--- src/rtl/imem_loader_pkg.sv ---
// Shared types for the instruction memory loader.
// State encodings, output bundle and the default word width.
package loader_pkg;

    localparam int WORD_W_DEF = 19;

    typedef enum logic [2:0] {
        S_IDLE  = 3'd0,
        S_LOAD  = 3'd1,
        S_CHECK = 3'd2,
        S_DONE  = 3'd3,
        S_ERROR = 3'd4
    } state_t;

    typedef struct packed {
        logic in_ready;
        logic busy;
        logic done;
        logic err;
        logic core_rst_n;
    } ctl_t;

    // Registered status outputs that hold for the whole of each state
    function automatic ctl_t ctl_of(state_t s);
        ctl_t c;
        c = '0;
        case (s)
            S_LOAD:  begin c.in_ready = 1'b1; c.busy = 1'b1; end
            S_CHECK: begin c.in_ready = 1'b1; c.busy = 1'b1; end
            S_DONE:  begin c.done = 1'b1; c.core_rst_n = 1'b1; end
            S_ERROR: c.err = 1'b1;
            default: c = '0;
        endcase
        return c;
    endfunction

endpackage

--- src/rtl/imem_loader_if.sv ---
// Load-stream and instruction-memory write bundle.
// master drives start/length/data; slave is the loader.
interface imem_loader_if #(
    parameter int ADDR_W = 10,
    parameter int WORD_W = loader_pkg::WORD_W_DEF
);
    logic              start;
    logic [ADDR_W:0]   length;
    logic              in_valid;
    logic [WORD_W-1:0] in_data;
    logic              in_ready;
    logic              imem_we;
    logic [ADDR_W-1:0] imem_addr;
    logic [WORD_W-1:0] imem_wd;
    logic              core_rst_n;
    logic              busy;
    logic              done;
    logic              err;

    modport master (
        output start, length, in_valid, in_data,
        input  in_ready, imem_we, imem_addr, imem_wd,
        input  core_rst_n, busy, done, err
    );

    modport slave (
        input  start, length, in_valid, in_data,
        output in_ready, imem_we, imem_addr, imem_wd,
        output core_rst_n, busy, done, err
    );
endinterface

--- src/rtl/imem_loader_csum.sv ---
// Running modulo-2^WORD_W sum of loaded words.
// Only instantiated when LOADER_CHECKSUM_EN is defined.
module loader_csum #(
    parameter int WORD_W = loader_pkg::WORD_W_DEF
) (
    input  logic              clk,
    input  logic              rst,
    input  logic              clr_i,
    input  logic              add_i,
    input  logic [WORD_W-1:0] data_i,
    output logic [WORD_W-1:0] sum_o
);
    logic [WORD_W-1:0] sum_q;

    // Clear wins over add; wraps naturally at WORD_W bits
    always_ff @(posedge clk or posedge rst) begin
        if (rst)
            sum_q <= '0;
        else if (clr_i)
            sum_q <= '0;
        else if (add_i)
            sum_q <= sum_q + data_i;
    end

    assign sum_o = sum_q;
endmodule

--- src/rtl/imem_loader.sv ---
// Streams words into instruction memory, then releases the core.
// Optional trailing checksum beat: define LOADER_CHECKSUM_EN.
module imem_loader
    import loader_pkg::*;
#(
    parameter int ADDR_W = 10,
    parameter int WORD_W = WORD_W_DEF
) (
    input  logic         clk,
    input  logic         rst,
    imem_loader_if.slave bus
);
    localparam logic [ADDR_W:0] DEPTH = {1'b1, {ADDR_W{1'b0}}};

`ifdef LOADER_CHECKSUM_EN
    localparam state_t S_FIN = S_CHECK;
`else
    localparam state_t S_FIN = S_DONE;
`endif

    state_t            state_q;
    ctl_t              ctl_q;
    logic [ADDR_W-1:0] cnt_q;
    logic [ADDR_W-1:0] last_q;
    logic              we_q;
    logic [ADDR_W-1:0] addr_q;
    logic [WORD_W-1:0] wd_q;
    logic              accept;

    // start is only honoured outside LOAD/CHECK
    assign accept = bus.start &&
        (state_q inside {S_IDLE, S_DONE, S_ERROR});

`ifdef LOADER_CHECKSUM_EN
    logic [WORD_W-1:0] sum;

    loader_csum #(.WORD_W(WORD_W)) u_csum (
        .clk    (clk),
        .rst    (rst),
        .clr_i  (accept),
        .add_i  (state_q == S_LOAD && bus.in_valid),
        .data_i (bus.in_data),
        .sum_o  (sum)
    );
`endif

    // Loader FSM; outputs are registered alongside the state
    always_ff @(posedge clk or posedge rst) begin
        if (rst) begin
            state_q <= S_IDLE;
            ctl_q   <= ctl_of(S_IDLE);
            cnt_q   <= '0;
            last_q  <= '0;
            we_q    <= 1'b0;
            addr_q  <= '0;
            wd_q    <= '0;
        end else begin
            we_q <= 1'b0;
            unique case (state_q)
                S_LOAD: begin
                    if (bus.in_valid) begin
                        we_q   <= 1'b1;
                        addr_q <= cnt_q;
                        wd_q   <= bus.in_data;
                        cnt_q  <= cnt_q + ADDR_W'(1);
                        if (cnt_q == last_q) begin
                            state_q <= S_FIN;
                            ctl_q   <= ctl_of(S_FIN);
                        end
                    end
                end
`ifdef LOADER_CHECKSUM_EN
                S_CHECK: begin
                    if (bus.in_valid) begin
                        if (bus.in_data == sum) begin
                            state_q <= S_DONE;
                            ctl_q   <= ctl_of(S_DONE);
                        end else begin
                            state_q <= S_ERROR;
                            ctl_q   <= ctl_of(S_ERROR);
                        end
                    end
                end
`endif
                default: begin
                    if (accept) begin
                        cnt_q  <= '0;
                        last_q <= bus.length[ADDR_W-1:0] - ADDR_W'(1);
                        if (bus.length == '0) begin
                            state_q <= S_FIN;
                            ctl_q   <= ctl_of(S_FIN);
                        end else if (bus.length > DEPTH) begin
                            state_q <= S_ERROR;
                            ctl_q   <= ctl_of(S_ERROR);
                        end else begin
                            state_q <= S_LOAD;
                            ctl_q   <= ctl_of(S_LOAD);
                        end
                    end
                end
            endcase
        end
    end

    assign bus.in_ready   = ctl_q.in_ready;
    assign bus.busy       = ctl_q.busy;
    assign bus.done       = ctl_q.done;
    assign bus.err        = ctl_q.err;
    assign bus.core_rst_n = ctl_q.core_rst_n;
    assign bus.imem_we    = we_q;
    assign bus.imem_addr  = addr_q;
    assign bus.imem_wd    = wd_q;
endmodule

--- src/flat_wrapper.sv ---
// flat-port wrapper written by rule: the top's interface ports become plain ports
module imem_loader_flat import loader_pkg::*;
#(
    parameter int ADDR_W = 10,
    parameter int WORD_W = WORD_W_DEF
)
  (clk, rst, bus_start, bus_length, bus_in_valid, bus_in_data, bus_in_ready, bus_imem_we, bus_imem_addr, bus_imem_wd, bus_core_rst_n, bus_busy, bus_done, bus_err);
  imem_loader_if #(.ADDR_W(ADDR_W), .WORD_W(WORD_W)) bus_i ();
  input  logic clk;
  input  logic rst;
  input wire logic [$bits(bus_i.start)-1:0] bus_start;
  input wire logic [$bits(bus_i.length)-1:0] bus_length;
  input wire logic [$bits(bus_i.in_valid)-1:0] bus_in_valid;
  input wire logic [$bits(bus_i.in_data)-1:0] bus_in_data;
  output wire logic [$bits(bus_i.in_ready)-1:0] bus_in_ready;
  output wire logic [$bits(bus_i.imem_we)-1:0] bus_imem_we;
  output wire logic [$bits(bus_i.imem_addr)-1:0] bus_imem_addr;
  output wire logic [$bits(bus_i.imem_wd)-1:0] bus_imem_wd;
  output wire logic [$bits(bus_i.core_rst_n)-1:0] bus_core_rst_n;
  output wire logic [$bits(bus_i.busy)-1:0] bus_busy;
  output wire logic [$bits(bus_i.done)-1:0] bus_done;
  output wire logic [$bits(bus_i.err)-1:0] bus_err;
  assign bus_i.start = bus_start;
  assign bus_i.length = bus_length;
  assign bus_i.in_valid = bus_in_valid;
  assign bus_i.in_data = bus_in_data;
  assign bus_in_ready = bus_i.in_ready;
  assign bus_imem_we = bus_i.imem_we;
  assign bus_imem_addr = bus_i.imem_addr;
  assign bus_imem_wd = bus_i.imem_wd;
  assign bus_core_rst_n = bus_i.core_rst_n;
  assign bus_busy = bus_i.busy;
  assign bus_done = bus_i.done;
  assign bus_err = bus_i.err;
  imem_loader #(.ADDR_W(ADDR_W), .WORD_W(WORD_W)) u_core (.clk(clk), .rst(rst), .bus(bus_i));
endmodule
--- config.mk ---
export PLATFORM = sky130hd
export DESIGN_NAME = imem_loader_flat
export DESIGN_NICKNAME = d
export VERILOG_FILES = /design/src/rtl/imem_loader_pkg.sv /design/src/rtl/imem_loader_if.sv /design/src/rtl/imem_loader_csum.sv /design/src/rtl/imem_loader.sv /design/src/flat_wrapper.sv
export SDC_FILE = /design/constraint.sdc
export NUM_CORES = 1
export LEC_CHECK = 0
export ABC_AREA = 1
export CAP_MARGIN = 10
export CORE_ASPECT_RATIO = 0.8
export CORE_UTILIZATION = 48
export DETAILED_ROUTE_END_ITERATION = 6
export PLACE_DENSITY = 0.79
export SLEW_MARGIN = 10
export SYNTH_ARGS = -nofsm -noshare
export SYNTH_HDL_FRONTEND = slang
export SYNTH_HIERARCHICAL = 1
export SYNTH_SLANG_ARGS = --single-unit
export TNS_END_PERCENT = 5
--- constraint.sdc ---
create_clock -name clk -period 2.2 [get_ports clk]
set_input_delay 0.33 -clock clk [delete_from_list [all_inputs] [get_ports clk]]
set_output_delay 0.33 -clock clk [all_outputs]
set_load 0.02 [all_outputs]
### Yosys cells after proc, flatten, opt, wreduce, memory -nomap -nowiden

Index checks and enable logic that the tools add are counted.
Widths: inputs -> output; s select.

| word-level totals | value |
|---|---|
| output and inout port bits | 35 |
| register bits | 58 |
| logic and storage cells | 47 |
| input port bits | 34 |

| operators by class | value |
|---|---|
| reduce and logical (&&, ||, !) cells | 9 |
| equal/unequal tests | 6 |
| bitwise logic cells | 1 |
| multiplexer cells | 17 |
| magnitude comparators | 1 |
| add/subtract/negate cells | 2 |

Operator list:

| operator | count |
|---|---|
| $mux 10 | 3 |
| $mux 5 | 6 |
| $mux 3 | 6 |
| $gt 11x11->1 const B | 1 |
| $logic_not 11->1 | 1 |
| $add 10x1->10 const B | 1 |
| $eq 10x10->1 | 1 |
| $sub 10x1->10 const B | 1 |
| $reduce_and 2->1 | 3 |
| $eq 3x1->1 const B | 1 |
| $eq 3x2->1 const B | 1 |
| $eq 3x3->1 const B | 1 |
| $logic_not 3->1 | 1 |
| $reduce_and 3->1 | 1 |
| $reduce_bool 3->1 | 1 |
| $mux 1 | 2 |
| $ne 2x1->1 const B | 1 |
| $ne 2x2->1 const B | 1 |
| $reduce_bool 2->1 | 1 |
| $logic_and 1x1->1 | 1 |
| $not 1->1 | 1 |

### Depth between registers and ports, before layout

| logic depth | value |
|---|---|
| word-level depth | 5 |
| depth in mapped cells | 10 |
| gate-level depth less buffers | 10 |

### Worst setup path before layout

Ideal clock, no wire load.

| timing path | value |
|---|---|
| path kind | reg-to-reg |
| from | reg u_core.state_q[1] |
| to | reg u_core.state_q[1] |
| clock period less this slack | 1.402 ns |
| data required time | 2.082 ns |
| setup time | 0.118 ns |
| path buffers | 0 |
| setup slack | 0.798 ns |
| arrival time | 1.284 ns |
| stages on the path, launching flop included | 9 |
| path through | dfrtp_1 > nor3_4 > nand2_1 > nor2_1 > nand3_1 > nand2_2 > nand2_2 > nand2_1 > nand2_1 |

| between the ends | value |
|---|---|
| cells in the longest elaborated chain, start to end | 5 |
| elaborated cells on any way between the ends | 11 |
| classes of those cells | 5 x eq/ne; 1 x mux; 5 x reduce/logical |

Ends and longest elaborated chain:

| item | line | text |
|---|---|---|
| from (decl) | imem_loader.sv:21 | `state_t state_q;` |
| from (signal assigned) | imem_loader.sv:50 | `state_q <= S_IDLE;` |
| from (signal assigned) | imem_loader.sv:67 | `state_q <= S_FIN;` |
| from (signal assigned) | imem_loader.sv:90 | `state_q <= S_FIN;` |
| $eq 3x2->1 (tied with other cells) | imem_loader.sv:32 | `(state_q inside {S_IDLE, S_DONE, S_ERROR});` |
| $reduce_bool 3->1 | imem_loader.sv:32 |  |
| $logic_and 1x1->1 | imem_loader.sv:31 | `assign accept = bus.start &&` |
| $reduce_bool 2->1 (no line) | - |  |
| $reduce_and 3->1 (no line) | - |  |

Parallel ways exist; a longest one is shown, timed or not.
A chain may end at the register's enable or synchronous reset.

==> impl_metrics.env <==
export IMPL_outcome="finished with violations"
export IMPL_violations="design-rule violations"
export IMPL_worstPathRequired_ns=1.87
export IMPL_drv_cap=0
export IMPL_synth_edff_count=0
export IMPL_path_cells="clkdlybuf4s50_1"
export IMPL_cts_root_buf="clkbuf_8"
export IMPL_r2r_setup_slack_ns=0.50
export IMPL_crit_buf_inv=1
export IMPL_fp_dieH_um=67.5
export IMPL_gp_congestion=0.844
export IMPL_final_cell_mix="nand2_1, clkdlybuf4s50_1, dfrtp_1"
export IMPL_hold_ws_ns=0.369
export IMPL_viasPerCell=4.86
export IMPL_final_area_mm2=0.00338
export IMPL_avgSynthCellArea_um2=8.20
export IMPL_grt_pass1_wl_mm=8.71
export IMPL_post_cts_buffers=0
export IMPL_fin_nets=418
export IMPL_crit_type="reg -> out"
export IMPL_critical_path_arrival_ns=1.47
export IMPL_drc=10
export IMPL_hold_class="in -> async"
export IMPL_cts_buffer_depth=2
export IMPL_worst_ir_drop_vdd_mv=0.654
export IMPL_htreeDepth=2
export IMPL_ys_ff_latch=54
export IMPL_area_delta_synth_final_pct=31.4
export IMPL_tightest_slew_ns=0.343
export IMPL_hold_buffers=0
export IMPL_grt_antenna_before_repair=0
export IMPL_dieArea_mm2=0.00566
export IMPL_power_density_mw_per_mm2=1120
export IMPL_worstSetupEndpointType="output port"
export IMPL_finalSetupTns_ns=0
export IMPL_grt_pass1_vias=1938
export IMPL_post_route_min_period_ns=1.80
export IMPL_synth_area_mm2=0.00257
export IMPL_rows=23
export IMPL_firstDrtPassIters=7
export IMPL_slew_headroom=0.771
export IMPL_clk_pin_slew_ns=0.10
export IMPL_setup_viol=0
export IMPL_critical_path_startpoint_type="flop"
export IMPL_worstPathMaxFanout=6
export IMPL_drt_first_iter_violations=163
export IMPL_cts_inserted_buffers=5
export IMPL_synthCells=314
export IMPL_fin_worst_skew_ns=0.0116
export IMPL_yosys_most_used_dff="dfrtp_1"
export IMPL_fmax_mhz=555
export IMPL_drt_total_wl_mm=5.24
export IMPL_grt_usage=0.195
export IMPL_vias=2163
export IMPL_layout_commonest_cell="nand2_1"
export IMPL_cp_top_family="buffers and inverters"
export IMPL_clock_sinks=54
export IMPL_initial_core_util=0.505
export IMPL_yosys_warnings=6
export IMPL_timing_final_crit_share=0.819
export IMPL_max_stage_delay_ns=0.67
export IMPL_critPathSlowestCell="clkdlybuf4s50_1"
export IMPL_hpwl_mm=3.95
export IMPL_placed_cells=437
export IMPL_hold_viol=0
export IMPL_power_leakage_nw=1.62
export IMPL_drt_antenna_violating_nets=0
export IMPL_drive_gt1_frac=0.0627
export IMPL_gr_total_overflow=0
export IMPL_io_pins=69
export IMPL_synth_cell_types=30
export IMPL_final_cells=445
export IMPL_wl_per_cell_um=11.8
export IMPL_p_total_mw=3.78
export IMPL_synth_fp_nets=350
export IMPL_tritoncts="built"
export IMPL_diodes=0
export IMPL_dpl_instance_area_mm2=0.00329
export IMPL_rsz0062_at_grt="no"
export IMPL_synthArstFlopShare=1.00
export IMPL_clk_latency_ns=0.30
export IMPL_maxSlewViolCount=0
export IMPL_core_area_mm2=0.00509
export IMPL_grt_max_degree=55
export IMPL_ys_seq_area_frac=0.525
export IMPL_post_cts_resized=0
export IMPL_die_w_um=83.9
export IMPL_numPortBuffers=68
power by group:
part	internal [mW]	total, mW	leakage [nW]	switching (mW)
clock	0.224	0.535	0.0441	0.311
sequential	1.32	1.53	0.697	0.219
combinational	0.744	1.71	0.878	0.965
total	2.28	3.78	1.62	1.49
cells by family (layout without fill, tap and decap cells):
| family | count (synthesis) | after routing | synth area share |
|---|---|---|---|
| AO/OA/AOI/OAI | 36 | 36 | 0.0768 |
| AND/OR/NAND/NOR | 171 | 171 | 0.278 |
| buffers and inverters | 41 | 110 | 0.0763 |
| flip-flops | 54 | 54 | 0.525 |
| XOR/XNOR | 10 | 10 | 0.0340 |
| adder cells (fa/ha/maj) | 2 | 2 | 0.00972 |
final cells by class:
type	count	area, µm²
clock buffer	5	68.8
clock inverter	3	21.3
fill	450	1710
inverter	30	113
multi-input combinational	219	1030
sequential	54	1350
tap	62	77.6
timing repair buffer	72	723
sequential cells by signal (all words and copies together) (netlist names):
name                  cells
u_core/bus.imem_wd       19
u_core/bus.imem_addr     10
u_core/cnt_q             10
u_core/last_q            10
u_core/state_q            3
u_core/bus.imem_we        1
u_core/bus.in_ready       1
Yosys cell counts (2+ instances only):
library cell | count | area, µm²
nand4_1 | 3 | 18.8
inv_1 | 28 | 105
xor2_1 | 6 | 52.6
buf_6 | 3 | 33.8
nand3_1 | 15 | 75.1
nor3_1 | 2 | 10.0
nor2_1 | 21 | 78.8
buf_4 | 5 | 37.5
xnor2_1 | 4 | 35.0
nand2_1 | 121 | 454
dfrtp_1 | 54 | 1350
nand2_2 | 3 | 18.8
a31oi_1 | 3 | 18.8
o21ai_1 | 5 | 25.0
o21ai_0 | 17 | 85.1
nor2_2 | 2 | 12.5
ha_1 | 2 | 25.0
nand2_4 | 2 | 22.5
clkbuf_1 | 2 | 7.51
inv_2 | 2 | 7.51
a21oi_1 | 5 | 25.0
worst paths after layout:
check / start / to / cells after the start
worst max-delay path: u_core/state_q[1] / bus_done / 1
worst min-delay path: rst / u_core/bus.imem_wd[14] / 3
worst max register to register: u_core/state_q[1] / u_core/bus.imem_wd[7] / 6
worst min register to register: u_core/bus.imem_wd[7] / u_core/bus.imem_wd[7] / 2
max in group asynchronous: rst / u_core/bus.imem_wd[7] / 3
min in group clk: u_core/bus.imem_wd[7] / u_core/bus.imem_wd[7] / 2
metal layers:
layer	GRT usage	up-vias	share of wire
li1	-	1121	-
met1	0.272	966	0.48
met2	0.316	71	0.44
met3	0.0416	5	0.071
met4	0.0453	0	0.0042
met5	0	-	0
stage by stage:
step,setup slack (ns),util
3_5_place_dp,0.286,0.646
6_report,0.398,0.664
2_1_floorplan,0.555,-
4_1_cts,0.389,0.664
5_1_grt,0.357,0.664
3_3_place_gp,0.352,0.646
(Power assumes the default switching activity.)
